### src/rtl/ofmap_drain_pkg.sv
`default_nettype none
// ============================================================================
//  Module      : ofmap_drain_pkg
//  Description : Shared constants and state encoding for the ofmap drain path.
//                Default widths and AlexNet Conv1 ofmap geometry, the drain
//                FSM state encoding, and a counter-width helper.
//  Revision    : 1.0 - initial release
// ============================================================================
package ofmap_drain_pkg;

    // Default datapath widths
    localparam int DEF_PSUM_WIDTH = 16;
    localparam int DEF_ACT_WIDTH  = 16;
    localparam int DEF_SHIFT_W    = 5;

    // AlexNet Conv1 output feature map geometry
    localparam int DEF_OFMAP_W    = 55;
    localparam int DEF_OFMAP_H    = 55;
    localparam int DEF_OFMAP_C    = 96;

    // Drain FSM encoding
    typedef logic [1:0] drain_state_t;
    localparam drain_state_t ST_IDLE  = 2'd0;
    localparam drain_state_t ST_DRAIN = 2'd1;
    localparam drain_state_t ST_FLUSH = 2'd2;
    localparam drain_state_t ST_DONE  = 2'd3;

    // Counter width able to hold 0..n-1; never narrower than one bit
    function automatic int cnt_width(input int n);
        return (n > 1) ? $clog2(n) : 1;
    endfunction

endpackage
`default_nettype wire

### src/rtl/ofmap_drain_requant.sv
`default_nettype none
// ============================================================================
//  Module      : ofmap_drain_requant
//  Description : Combinational requantiser for one psum word:
//                optional ReLU, round-half-up arithmetic right shift,
//                signed saturation to the activation width.
//  Ports       : psum    in  signed psum word
//                relu_en in  clamp negative psum to zero before shifting
//                shift   in  right-shift amount
//                act     out saturated, requantised activation
//  Revision    : 1.0 - initial release
// ============================================================================
module ofmap_drain_requant
    import ofmap_drain_pkg::*;
#(
    parameter int PSUM_WIDTH = DEF_PSUM_WIDTH,
    parameter int ACT_WIDTH  = DEF_ACT_WIDTH,
    parameter int SHIFT_W    = DEF_SHIFT_W
) (
    input  logic signed [PSUM_WIDTH-1:0] psum,
    input  logic                         relu_en,
    input  logic        [SHIFT_W-1:0]    shift,
    output logic signed [ACT_WIDTH-1:0]  act
);

    // Saturation bounds expressed at the widened (PSUM_WIDTH+1) sum width
    localparam int SAT_MAX_I = (1 << (ACT_WIDTH - 1)) - 1;
    localparam int SAT_MIN_I = -(1 << (ACT_WIDTH - 1));
    localparam logic signed [PSUM_WIDTH:0] SAT_MAX = SAT_MAX_I[PSUM_WIDTH:0];
    localparam logic signed [PSUM_WIDTH:0] SAT_MIN = SAT_MIN_I[PSUM_WIDTH:0];

    logic signed [PSUM_WIDTH-1:0] w_x;
    logic        [SHIFT_W-1:0]    w_shift_m1;
    logic        [PSUM_WIDTH:0]   w_round;
    logic signed [PSUM_WIDTH:0]   w_sum;
    logic signed [PSUM_WIDTH:0]   w_y;

    assign w_x        = (relu_en && psum[PSUM_WIDTH-1]) ? '0 : psum;
    assign w_shift_m1 = shift - 1'b1;

    // Half-LSB of the result; zero when no shift is applied
    assign w_round = (shift == '0) ? '0
                   : ({{PSUM_WIDTH{1'b0}}, 1'b1} << w_shift_m1);

    // One extra bit of headroom keeps the rounding add from wrapping
    assign w_sum = {w_x[PSUM_WIDTH-1], w_x} + $signed(w_round);
    assign w_y   = w_sum >>> shift;

    always_comb begin
        act = w_y[ACT_WIDTH-1:0];
        if (w_y > SAT_MAX) begin
            act = SAT_MAX[ACT_WIDTH-1:0];
        end else if (w_y < SAT_MIN) begin
            act = SAT_MIN[ACT_WIDTH-1:0];
        end
    end

endmodule
`default_nettype wire

### src/rtl/ofmap_drain.sv
`default_nettype none
// ============================================================================
//  Module      : ofmap_drain
//  Description : Drains one layer's output feature map from the PE-array psum
//                stream. Each accepted psum is requantised and emitted one
//                cycle later in raster order (col, row, channel) together with
//                its flat index. Single registered output stage with full
//                throughput under continuous ready.
//  Ports       : clk, rst_n            clock / async active-low reset
//                start                 pulse to begin a drain (IDLE only)
//                cfg_relu_en/cfg_shift requant config, latched at start
//                psum_data/valid/ready input stream from the array
//                ofmap_data/valid/ready output activation stream
//                ofmap_index           flat index c*H*W + r*W + col
//                ofmap_last            final word of the map
//                busy                  drain in progress (DRAIN/FLUSH)
//                done                  one-cycle pulse after final handshake
//  Revision    : 1.0 - initial release
// ============================================================================
module ofmap_drain
    import ofmap_drain_pkg::*;
#(
    parameter int PSUM_WIDTH = DEF_PSUM_WIDTH,
    parameter int ACT_WIDTH  = DEF_ACT_WIDTH,
    parameter int OFMAP_W    = DEF_OFMAP_W,
    parameter int OFMAP_H    = DEF_OFMAP_H,
    parameter int OFMAP_C    = DEF_OFMAP_C,
    parameter int SHIFT_W    = DEF_SHIFT_W
) (
    input  logic                         clk,
    input  logic                         rst_n,
    input  logic                         start,
    input  logic                         cfg_relu_en,
    input  logic        [SHIFT_W-1:0]    cfg_shift,
    input  logic signed [PSUM_WIDTH-1:0] psum_data,
    input  logic                         psum_valid,
    output logic                         psum_ready,
    output logic signed [ACT_WIDTH-1:0]  ofmap_data,
    output logic                         ofmap_valid,
    input  logic                         ofmap_ready,
    output logic        [31:0]           ofmap_index,
    output logic                         ofmap_last,
    output logic                         busy,
    output logic                         done
);

    localparam int COL_W = cnt_width(OFMAP_W);
    localparam int ROW_W = cnt_width(OFMAP_H);
    localparam int CH_W  = cnt_width(OFMAP_C);

    localparam logic [COL_W-1:0] COL_MAX  = COL_W'(OFMAP_W - 1);
    localparam logic [ROW_W-1:0] ROW_MAX  = ROW_W'(OFMAP_H - 1);
    localparam logic [CH_W-1:0]  CH_MAX   = CH_W'(OFMAP_C - 1);
    localparam logic [31:0]      LAST_IDX = 32'(OFMAP_W * OFMAP_H * OFMAP_C - 1);

    drain_state_t                r_state;
    logic         [COL_W-1:0]    r_col;
    logic         [ROW_W-1:0]    r_row;
    logic         [CH_W-1:0]     r_ch;
    logic         [31:0]         r_idx;
    logic                        r_relu;
    logic         [SHIFT_W-1:0]  r_shift;

    logic                        w_in_xfer;
    logic                        w_out_xfer;
    logic signed [ACT_WIDTH-1:0] w_act;

    // A new psum may enter only when the output register is free or being
    // emptied this same cycle, which gives one word per clock when unstalled.
    assign psum_ready = (r_state == ST_DRAIN) && (!ofmap_valid || ofmap_ready);
    assign w_in_xfer  = psum_valid && psum_ready;
    assign w_out_xfer = ofmap_valid && ofmap_ready;

    assign busy = (r_state == ST_DRAIN) || (r_state == ST_FLUSH);
    assign done = (r_state == ST_DONE);

    ofmap_drain_requant #(
        .PSUM_WIDTH (PSUM_WIDTH),
        .ACT_WIDTH  (ACT_WIDTH),
        .SHIFT_W    (SHIFT_W)
    ) u_requant (
        .psum    (psum_data),
        .relu_en (r_relu),
        .shift   (r_shift),
        .act     (w_act)
    );

    always_ff @(posedge clk or negedge rst_n) begin
        if (!rst_n) begin
            r_state     <= ST_IDLE;
            r_col       <= '0;
            r_row       <= '0;
            r_ch        <= '0;
            r_idx       <= '0;
            r_relu      <= 1'b0;
            r_shift     <= '0;
            ofmap_data  <= '0;
            ofmap_valid <= 1'b0;
            ofmap_index <= '0;
            ofmap_last  <= 1'b0;
        end else begin
            case (r_state)
                ST_IDLE: begin
                    if (start) begin
                        r_relu  <= cfg_relu_en;
                        r_shift <= cfg_shift;
                        r_state <= ST_DRAIN;
                    end
                end

                ST_DRAIN: begin
                    if (w_in_xfer) begin
                        ofmap_data  <= w_act;
                        ofmap_index <= r_idx;
                        ofmap_last  <= (r_idx == LAST_IDX);
                        ofmap_valid <= 1'b1;
                        r_idx       <= r_idx + 32'd1;
                        // Raster walk: column fastest, then row, then channel
                        if (r_col == COL_MAX) begin
                            r_col <= '0;
                            if (r_row == ROW_MAX) begin
                                r_row <= '0;
                                r_ch  <= (r_ch == CH_MAX) ? '0 : r_ch + 1'b1;
                            end else begin
                                r_row <= r_row + 1'b1;
                            end
                        end else begin
                            r_col <= r_col + 1'b1;
                        end
                        if (r_idx == LAST_IDX) begin
                            r_state <= ST_FLUSH;
                        end
                    end else if (w_out_xfer) begin
                        ofmap_valid <= 1'b0;
                    end
                end

                ST_FLUSH: begin
                    // Only the final word is left in the output register
                    if (w_out_xfer) begin
                        ofmap_valid <= 1'b0;
                        ofmap_last  <= 1'b0;
                        r_state     <= ST_DONE;
                    end
                end

                ST_DONE: begin
                    r_state     <= ST_IDLE;
                    r_col       <= '0;
                    r_row       <= '0;
                    r_ch        <= '0;
                    r_idx       <= '0;
                    r_relu      <= 1'b0;
                    r_shift     <= '0;
                    ofmap_data  <= '0;
                    ofmap_index <= '0;
                end

                default: begin
                    r_state <= ST_IDLE;
                end
            endcase
        end
    end

endmodule
`default_nettype wire

### config.mk
export PLATFORM = sky130hd
export DESIGN_NAME = ofmap_drain
export DESIGN_NICKNAME = d
export VERILOG_FILES = /design/src/rtl/ofmap_drain_pkg.sv /design/src/rtl/ofmap_drain_requant.sv /design/src/rtl/ofmap_drain.sv
export SDC_FILE = /design/constraint.sdc
export NUM_CORES = 1
export LEC_CHECK = 0
export CAP_MARGIN = 40
export CELL_PAD_IN_SITES_DETAIL_PLACEMENT = 1
export CELL_PAD_IN_SITES_GLOBAL_PLACEMENT = 2
export CORE_ASPECT_RATIO = 0.6
export CORE_MARGIN = 1
export CORE_UTILIZATION = 35
export DETAILED_ROUTE_END_ITERATION = 6
export GPL_TIMING_DRIVEN = 1
export PLACE_DENSITY_LB_ADDON = 0.1
export SYNTH_ARGS = -nofsm -noshare
export SYNTH_HDL_FRONTEND = slang
export SYNTH_HIERARCHICAL = 1
export SYNTH_SLANG_ARGS = --single-unit
### constraint.sdc
create_clock -name clk -period 5.9 [get_ports clk]
set_clock_uncertainty 0.15 [all_clocks]
set_input_delay 1.18 -clock clk [delete_from_list [all_inputs] [get_ports clk]]
set_output_delay 1.18 -clock clk [all_outputs]
set_load 0.01 [all_outputs]
; ---- Word level (Yosys, flattened, before mapping)
; Cells that the tools add are included.
[classes]
add_sub_neg = 3
order_cmp = 2
n_eq_ne = 8
n_shift = 2
n_mux = 25
reduce_logical = 16
[ops]
columns = operator, count
row1 = $pmux 32 s2, 2
row2 = $mux 16, 4
row3 = $mux 32, 2
row4 = $add 32x1->32 const B, 1
row5 = $eq 32x19->1 const B, 1
row6 = $pmux 16 s2, 1
row7 = $add 17x17->17, 1
row8 = $gt 17x16->1 const B, 1
row9 = $lt 17x16->1 const B, 1
row10 = $mux 17, 1
row11 = $shl 1x5->17 const A, 1
row12 = $sshr 17x5->17, 1
row13 = $pmux 5 s2, 1
row14 = $mux 2, 4
row15 = $pmux 2 s4, 1
row16 = $ne 2x2->1 const B, 3
row17 = $pmux 1 s2, 3
row18 = $reduce_bool 2->1, 3
row19 = $logic_not 5->1, 1
row20 = $mux 1, 5
row21 = $mux 5, 1
row22 = $sub 5x1->5 const B, 1
row23 = $eq 2x2->1 const B, 2
row24 = $logic_and 1x1->1, 4
row25 = 8 further kinds, 10
[word_totals]
reg_bits = 90
input_bits = 27
output_inout_bits = 53
word_cells = 64

; ---- Longest topological paths before layout
; Gate-level depths: netlist (run 1).
[depth]
ltp_word = 10
ltp_mapped = 18
mapped_depth_nobuf = 15

; ---- Modules after synthesis
; The synthesis (run 1) kept the hierarchy.
[by_module_without_submodules]
columns = module, instances, cells_each, area_per_inst_um2, seq_area_each_um2
row1 = ofmap_drain, 1, 349, 3953.8, 2252.2
row2 = ofmap_drain_requant, 1, 337, 2275.9, 0.0

; ---- Worst setup path after synthesis (run 1)
; Ideal clock, no wire load.
[synth_timing]
kind = in2reg
from = input psum_data[15]
to = register ofmap_data[6]
setup_ns = 0.121
arrival_ns = 4.009
required_ns = 5.629
setup_slack_ns = 1.620
path_stages = 13
n_path_buf = 0
path_cell_list = nand2_1 > and2_1 > ha_1 > fa_1 > a211oi_2 > o211ai_2 > and3b_1 > or3_1 > and3_1 > mux4_2 > nor2_1 > o31ai_1 > a22o_1
[synth_between]
elab_chain_len = 9
word_cells_on_any_way = 10
classes_between = add/sub (1) / order compare (2) / shift (1) / mux (5) / reduce/logical (1)
[synth_lines]
columns = element, line_no
row1 = from (decl), ofmap_drain.sv:35  ; input logic signed [PSUM_WIDTH-1:0] psum_data,
row2 = $logic_and 1x1->1, ofmap_drain_requant.sv:38  ; assign w_x = (relu_en && psum[PSUM_WIDTH-1]) ? '0 : psum;
row3 = $mux 16 *, ofmap_drain_requant.sv:38
row4 = $add 17x17->17 *, ofmap_drain_requant.sv:46  ; assign w_sum = {w_x[PSUM_WIDTH-1], w_x} + $signed(w_round);
row5 = $sshr 17x5->17 *, ofmap_drain_requant.sv:47  ; assign w_y = w_sum >>> shift;
row6 = $lt 17x16->1, ofmap_drain_requant.sv:53  ; end else if (w_y < SAT_MIN) begin
row7 = $mux 16, ofmap_drain_requant.sv:53
row8 = $mux 16 *, ofmap_drain_requant.sv:51  ; if (w_y > SAT_MAX) begin
row9 = via w_act[6], ofmap_drain.sv:66  ; logic signed [ACT_WIDTH-1:0] w_act;
row10 = $mux 16 *, ofmap_drain.sv:112  ; if (w_in_xfer) begin
row11 = $pmux 16 s2 *, ofmap_drain.sv:102  ; case (r_state)
row12 = to (signal assigned), ofmap_drain.sv:113  ; ofmap_data <= w_act;
row13 = to (decl), ofmap_drain.sv:38  ; output logic signed [ACT_WIDTH-1:0] ofmap_data,
; The timed path passes the listed nets; every way through them passes the cells marked *. The select of a mux whose other input is x is not followed.
; A chain may end at the register's enable or synchronous reset.

; ---- Worst setup path in the final report (run 1)
[layout_timing]
from = input psum_data[15]
to = register ofmap_data[3]
; The elaborated chain is that of the path after synthesis.

==> results.py, run 1 <==
metrics = {
    "placed_design": {
        "dp_hpwl_um": 16600,
        "portBuffers": 79,
        "place_inst": 970,
        "gp_congestion": 0.901,
    },
    "setup_path": {
        "crit_type": "input pin to flop",
        "worst-path-stages": 14,
        "worstPathRequired_ns": 5.98,
        "path_delay_family": "compound AO/OA/AOI/OAI gates",
        "reg2reg_depth": 12,
        "critPathCaptureType": "flop",
        "crit_slowest_cell": "a311oi_1",
        "path_cells": "clkdlybuf4s50_1 -> nand2_1 -> and2_1 -> ha_1 -> fa_1 -> a211oi_2 -> o211ai_2 -> nand4_1 -> a221oi_2 -> a311oi_1 -> o21ai_1 -> nor2_1 -> o41ai_1 -> a22o_1",
        "cp-start-kind": "input pin",
        "rr_startpoint": "r_shift[4]",
        "arrival_ns": 5.44,
        "timing.rr.end": "ofmap_data[3]",
        "cpPeakStageDelay_ns": 0.81,
        "r2r_slack_ns": 1.11,
        "crit_fanout": 15,
        "crit_buf_inv": 1,
    },
    "layout": {
        "antenna_cells": 0,
        "area_growth_pct": 21.1,
        "fillCellCount": 2016,
        "final_cell_count_no_fill": 985,
        "finish.net_count": 797,
        "drive_above_1_share_pct": 9.59,
    },
    "sta": {
        "worstMarginPinSlew_ns": 0.899,
        "fmax_mhz": 186,
        "worst_hold_slack_ns": 0.354,
        "rsz0062_at_grt": "no",
        "finalHoldViolCount": 0,
        "setup_violations": 0,
        "setup_tns_ns": 0,
        "period_share_pct": 90.9,
        "post-route-min-period_ns": 5.36,
        "slew_headroom_pct": 39.6,
        "slew_viol_final": 0,
    },
    "yosys": {
        "synth_edf_count": 0,
        "ys_types": 78,
        "synthArstFlopShare_pct": 100,
        "yosys.area.top_type_share_pct": 36.2,
        "synth_area_mm2": 0.00623,
        "ys.flop_type": "dfrtp_1",
        "synth_warnings": 6,
        "synth_seq_area_share_pct": 36.2,
        "syn_avg_cell_area_um2": 9.08,
        "synthTopCellsByArea": "dfrtp_1, a22o_1, ha_1",
        "yosysTopAreaCell": "dfrtp_1",
        "synthesis.nets": 736,
        "postSynthCellCount": 686,
        "synth_seq_cells": 90,
    },
    "grt": {
        "grt_pass1_vias": 5696,
        "grt_use_total_pct": 24.4,
        "grt_use_met2_pct": 29.7,
        "antenna_found_initial": 0,
        "grt_max_degree": 53,
        "use_met1_pct": 40.6,
        "met3_usage_pct": 7.11,
        "gr-total-overflow": 0,
        "grt_pass1_wl_um": 34600,
        "busiest_layer": "met1",
    },
    "cts": {
        "clock-sinks": 90,
        "clk_pin_slew_worst_paths_ns": 0.06,
        "cts-resized-gates": 0,
        "cts.path.max_buffers": 2,
        "cts_tree": "built",
        "h-tree-depth": 3,
        "cts_setup_buffers": 0,
        "cts-root-buf": "clkbuf_16",
        "cts_made_buffers": 9,
        "worstSkewPairLatency_ns": 0.35,
        "hold_buffers": 0,
    },
    "outcome": {
        "status": "finished clean",
    },
    "routing": {
        "routed_wirelength_um": 21600,
        "viasPerCell": 5.88,
        "vias": 5795,
        "drc_errors": 0,
        "wl_per_cell_um": 22.0,
        "postRouteAntennaNets": 0,
        "drt-initial-drc-count": 453,
        "firstDrtPassIters": 5,
    },
    "power": {
        "power_mw": 1.46,
        "p_per_area_mw_per_mm2": 194,
        "ir_drop_mv": 0.132,
        "p_leak_nw": 3.29,
    },
    "worst_hold_path": {
        "hold_start": "ofmap_data[10]",
        "hold_end": "ofmap_data[10]",
        "holdPathStages": 1,
        "hold_path.class": "flop to flop",
    },
    "run": {
        "maxCapViolations": 0,
    },
    "floorplanning": {
        "row_count": 37,
        "die_h_um": 105,
        "start_util_pct": 36.1,
        "io_pins": 80,
        "core_mm2": 0.0173,
        "die_w_um": 174,
        "dieArea_mm2": 0.0184,
    },
}
kinds of logic after synthesis:
| group | after synthesis | synth area share, % |
|---|---|---|
| simple gates | 277 | 23.1 |
| xor+xnor | 39 | 5.72 |
| compound gates | 184 | 22.8 |
| mux | 18 | 3.82 |
| flops | 90 | 36.2 |
| fa+ha+maj | 23 | 4.74 |
| buf+inv | 55 | 3.68 |
cell usage in the layout (no fill, tap or decap), types with 9 or more instances in the layout:
cell	n
a211oi_1	11
a21oi_1	29
and3_1	12
nor3_1	16
dfrtp_1	90
buf_4	16
o21ai_0	24
and2_1	18
nor2_1	73
nand3_1	16
nand4_1	26
clkbuf_16	9
clkdlybuf4s50_1	78
a22o_1	50
nor2b_1	12
nand2_1	60
ha_1	22
xor2_1	30
area by class of cell:
class / instances / area, um^2 / area share (%)
clock buffers: 11 / 243 / 3.22
repair buffers: 95 / 912 / 12.1
multi-input cells: 541 / 3750 / 49.8
clock inverters: 4 / 51.3 / 0.680
flip-flops and latches: 90 / 2250 / 29.9
well taps: 234 / 293 / 3.88
inverters: 10 / 37.5 / 0.498
power breakdown:
part	switching (mW)	total (mW)	internal, mW	leakage [nW]
Combinational	0.100	0.190	0.0895	1.96
Sequential	0.0464	0.694	0.647	1.20
Clock	0.240	0.579	0.338	0.142
Total	0.387	1.46	1.08	3.29
through the flow:
step / utilization [%] / cell area, um^2 / setup WS (ns)
after global placement: 41.9 / 7240 / 0.323
after detailed placement: 42.0 / 7250 / 0.348
final: 43.7 / 7540 / 0.537
after floorplan: - / 6230 / 1.62
after CTS: 43.7 / 7540 / 0.681
after global routing: 43.7 / 7540 / 0.267
sequential cells by signal (all words and copies together), names as in the netlist:
name	cells
ofmap_data	16
ofmap_index	32
r_idx	32
r_state	2
ofmap_last	1
r_relu	1
r_shift	5
ofmap_valid	1
metal layers:
| layer | part of all wire [%] | wire length (um) | vias up |
|---|---|---|---|
| met3 | 8.1 | 1760 | 14 |
| met5 | 0 | 0 | - |
| met1 | 55 | 12000 | 2909 |
| met4 | 0.56 | 122 | 0 |
| li1 | - | - | 2693 |
| met2 | 36 | 7780 | 179 |
cells in the mapped netlist, types with 5 or more instances:
cell type	instances
dfrtp_1	90
nand2_1	60
and2_1	18
nand3_1	16
nor2b_1	12
o21ai_0	24
ha_1	22
or3_1	7
a22o_1	50
a211oi_1	11
and3_1	12
a21oi_1	29
nand4_1	26
xor2_1	30
clkbuf_1	30
nor4_1	8
a31oi_1	5
xnor2_1	8
a21o_1	5
inv_1	8
mux2_2	6
nor2_1	73
mux2i_1	8
o211ai_1	6
buf_2	9
nor3_1	17
worst max path at each step:
| stage | start | to | slack (ns) |
|---|---|---|---|
| finish | psum_data[15] | ofmap_data[3] | 0.54 |
| global route | psum_data[15] | ofmap_data[3] | 0.27 |
| CTS | psum_data[15] | ofmap_data[3] | 0.68 |
| detailed placement | psum_data[15] | ofmap_data[3] | 0.35 |
| global placement | psum_data[15] | ofmap_data[3] | 0.32 |
| floorplan | psum_data[15] | ofmap_data[6] | 1.62 |
No activity file was read; power rests on OpenSTA's default activity.
==> inputs of run 2 (changes only) <==
Settings changed: CORE_MARGIN 1 to 2, GPL_ROUTABILITY_DRIVEN from default to 0.
Clock period 5.9 ns to 5 ns, I/O delays scaled along.
==> run 2 against run 1 <==
Against the previous run: combinational power rose by 24%; critical endpoint unchanged; sequential power rose by 18%; utilization increased by 1.3 points; register-to-register slack worse by 0.75 ns; worst setup slack lost 0.34 ns; sequential share of layout area decreased by 0.86 points; count of clock-buffer cells in the layout is the same; die area grew 3.1%; critical path type unchanged; clock power increased by 18%; via count is 3.3% higher; wire length rose by 1.7%.
==> results.py, run 2 (synthesis results as in run 1) <==
metrics = {
    "layout": {
        "reg_top3": "ofmap_index (32), r_idx (32), ofmap_data (16)",
        "fillCellCount": 1983,
        "postLayoutCellArea_mm2": 0.00777,
        "seqCellArea_mm2": 0.00225,
        "antenna_cells": 0,
        "final_cell_mix": "dfrtp_1, clkdlybuf4s50_1, nor2_1",
        "drive_above_1_share_pct": 12.7,
        "multi_input_area_mm2": 0.00377,
        "final_common_cell": "dfrtp_1",
        "area_growth_pct": 24.7,
        "finish.net_count": 824,
    },
    "cts": {
        "hold_buffers": 0,
        "cts_setup_buffers": 0,
        "cts.path.max_buffers": 2,
        "worstSkewPairLatency_ns": 0.34,
        "clk_pin_slew_worst_paths_ns": 0.07,
        "cts_tree": "built",
        "cts-root-buf": "clkbuf_16",
        "cts-resized-gates": 0,
        "cts_made_buffers": 9,
        "h-tree-depth": 3,
        "clock-sinks": 90,
    },
    "setup_path": {
        "crit_start": "psum_data[15]",
        "r2r_slack_ns": 0.36,
        "worst-path-stages": 16,
        "timing.rr.end": "ofmap_data[12]",
        "cp-start-kind": "input pin",
        "cpPeakStageDelay_ns": 0.49,
        "crit_fanout": 6,
        "crit_slowest_cell": "o41ai_1",
        "crit_type": "input pin to flop",
        "worstPathRequired_ns": 5.13,
        "crit_top_cell": "buf_4",
        "endpoint": "ofmap_data[3]",
        "critPathCaptureType": "flop",
        "reg2reg_depth": 15,
        "path_delay_family": "compound AO/OA/AOI/OAI gates",
        "path_cells": "clkdlybuf4s50_1 -> nand2_1 -> and2_1 -> ha_1 -> fa_1 -> a211oi_2 -> o211ai_2 -> nand4_1 -> a211o_1 -> a311oi_1 -> buf_4 -> o21ai_1 -> nor2_1 -> o41ai_1 -> buf_4 -> a22o_1",
        "arrival_ns": 4.94,
        "rr_startpoint": "r_shift[0]",
        "crit_buf_inv": 3,
    },
    "placed_design": {
        "dpl_cell_area_mm2": 0.00746,
        "portBuffers": 79,
        "post-place-ws_ns": -0.0560,
        "dp_hpwl_um": 16700,
    },
    "sta": {
        "slew_viol_final": 0,
        "fmax_mhz": 208,
        "setup_violations": 0,
        "worstMarginPinSlew_ns": 0.848,
        "rsz0062_at_grt": "no",
        "timing.final.ws_setup_ns": 0.195,
        "setup_tns_ns": 0,
        "period_share_pct": 96.1,
        "finalHoldViolCount": 0,
        "post-route-min-period_ns": 4.80,
        "slew_headroom_pct": 43.5,
    },
    "run": {
        "maxCapViolations": 0,
    },
    "power": {
        "power_mw": 1.74,
        "p_leak_nw": 3.43,
        "ir_drop_mv": 0.133,
        "p_per_area_mw_per_mm2": 223,
    },
    "floorplanning": {
        "io_pins": 80,
        "core_mm2": 0.0173,
        "die_h_um": 107,
        "row_count": 37,
        "start_util_pct": 36.1,
        "dieArea_mm2": 0.0189,
        "die_w_um": 176,
    },
    "routing": {
        "viasPerCell": 5.91,
        "drc_errors": 0,
        "wl_per_cell_um": 21.7,
        "routed_wirelength_um": 22000,
        "firstDrtPassIters": 5,
        "postRouteAntennaNets": 0,
        "drt-initial-drc-count": 485,
        "vias": 5988,
    },
    "grt": {
        "grt_max_degree": 63,
        "grt_pass1_vias": 5916,
        "grt_use_total_pct": 23.6,
        "grt_pass1_wl_um": 34400,
        "gr-total-overflow": 0,
        "antenna_found_initial": 0,
    },
    "worst_hold_path": {
        "hold_path.class": "flop to flop",
    },
    "outcome": {
        "status": "finished clean",
    },
}
==> run 2: layer usage <==
layer / wire length [um] / vias to the layer above / track usage [%]
li1: - / 2751 / -
met1: 11600 / 3014 / 37.6
met2: 8280 / 215 / 29.9
met3: 2000 / 8 / 8.51
met4: 116 / 0 / 3.25
met5: 0 / - / 0
==> run 2: cell type report <==
type,instances,share of cell area (%)
inverters,10,0.483
repair buffers,122,14.5
multi-input cells,541,48.5
clock inverters,5,0.805
flip-flops and latches,90,29.0
well taps,234,3.77
clock buffers,11,3.00
==> run 2: worst reg2reg max path: cells and delay by family, from the launching register on <==
family	cells	cell delay (ns)
simple gates	3	0.87
xor+xnor	1	0.37
flops	1	0.50
compound gates	7	1.60
buf+inv	3	0.60
fa+ha+maj	1	0.45
==> run 2: how the worst min path moves through the flow <==
stage,from,cells after the start,endpoint
3_5_place_dp,ofmap_index[7],1,ofmap_index[7]
4_1_cts,ofmap_index[14],1,ofmap_index[14]
6_report,ofmap_index[22],1,ofmap_index[22]
5_1_grt,ofmap_index[23],1,ofmap_index[23]
3_3_place_gp,ofmap_data[9],1,ofmap_data[9]
2_1_floorplan,r_shift[0],2,r_shift[0]
==> run 2: per-stage QoR <==
stage               hold WS, ns  util [%]  cells
CTS                       0.361      44.9   1013
floorplan                 0.308         -    686
finish                    0.353      45.0   1013
global route              0.369      45.0   1013
detailed placement        0.344      43.2    997
global placement          0.338      43.2    997
==> run 2: power breakdown <==
group	total (mW)	switching, mW	internal [mW]
clock	0.684	0.293	0.391
combinational	0.235	0.122	0.113
sequential	0.817	0.0533	0.764
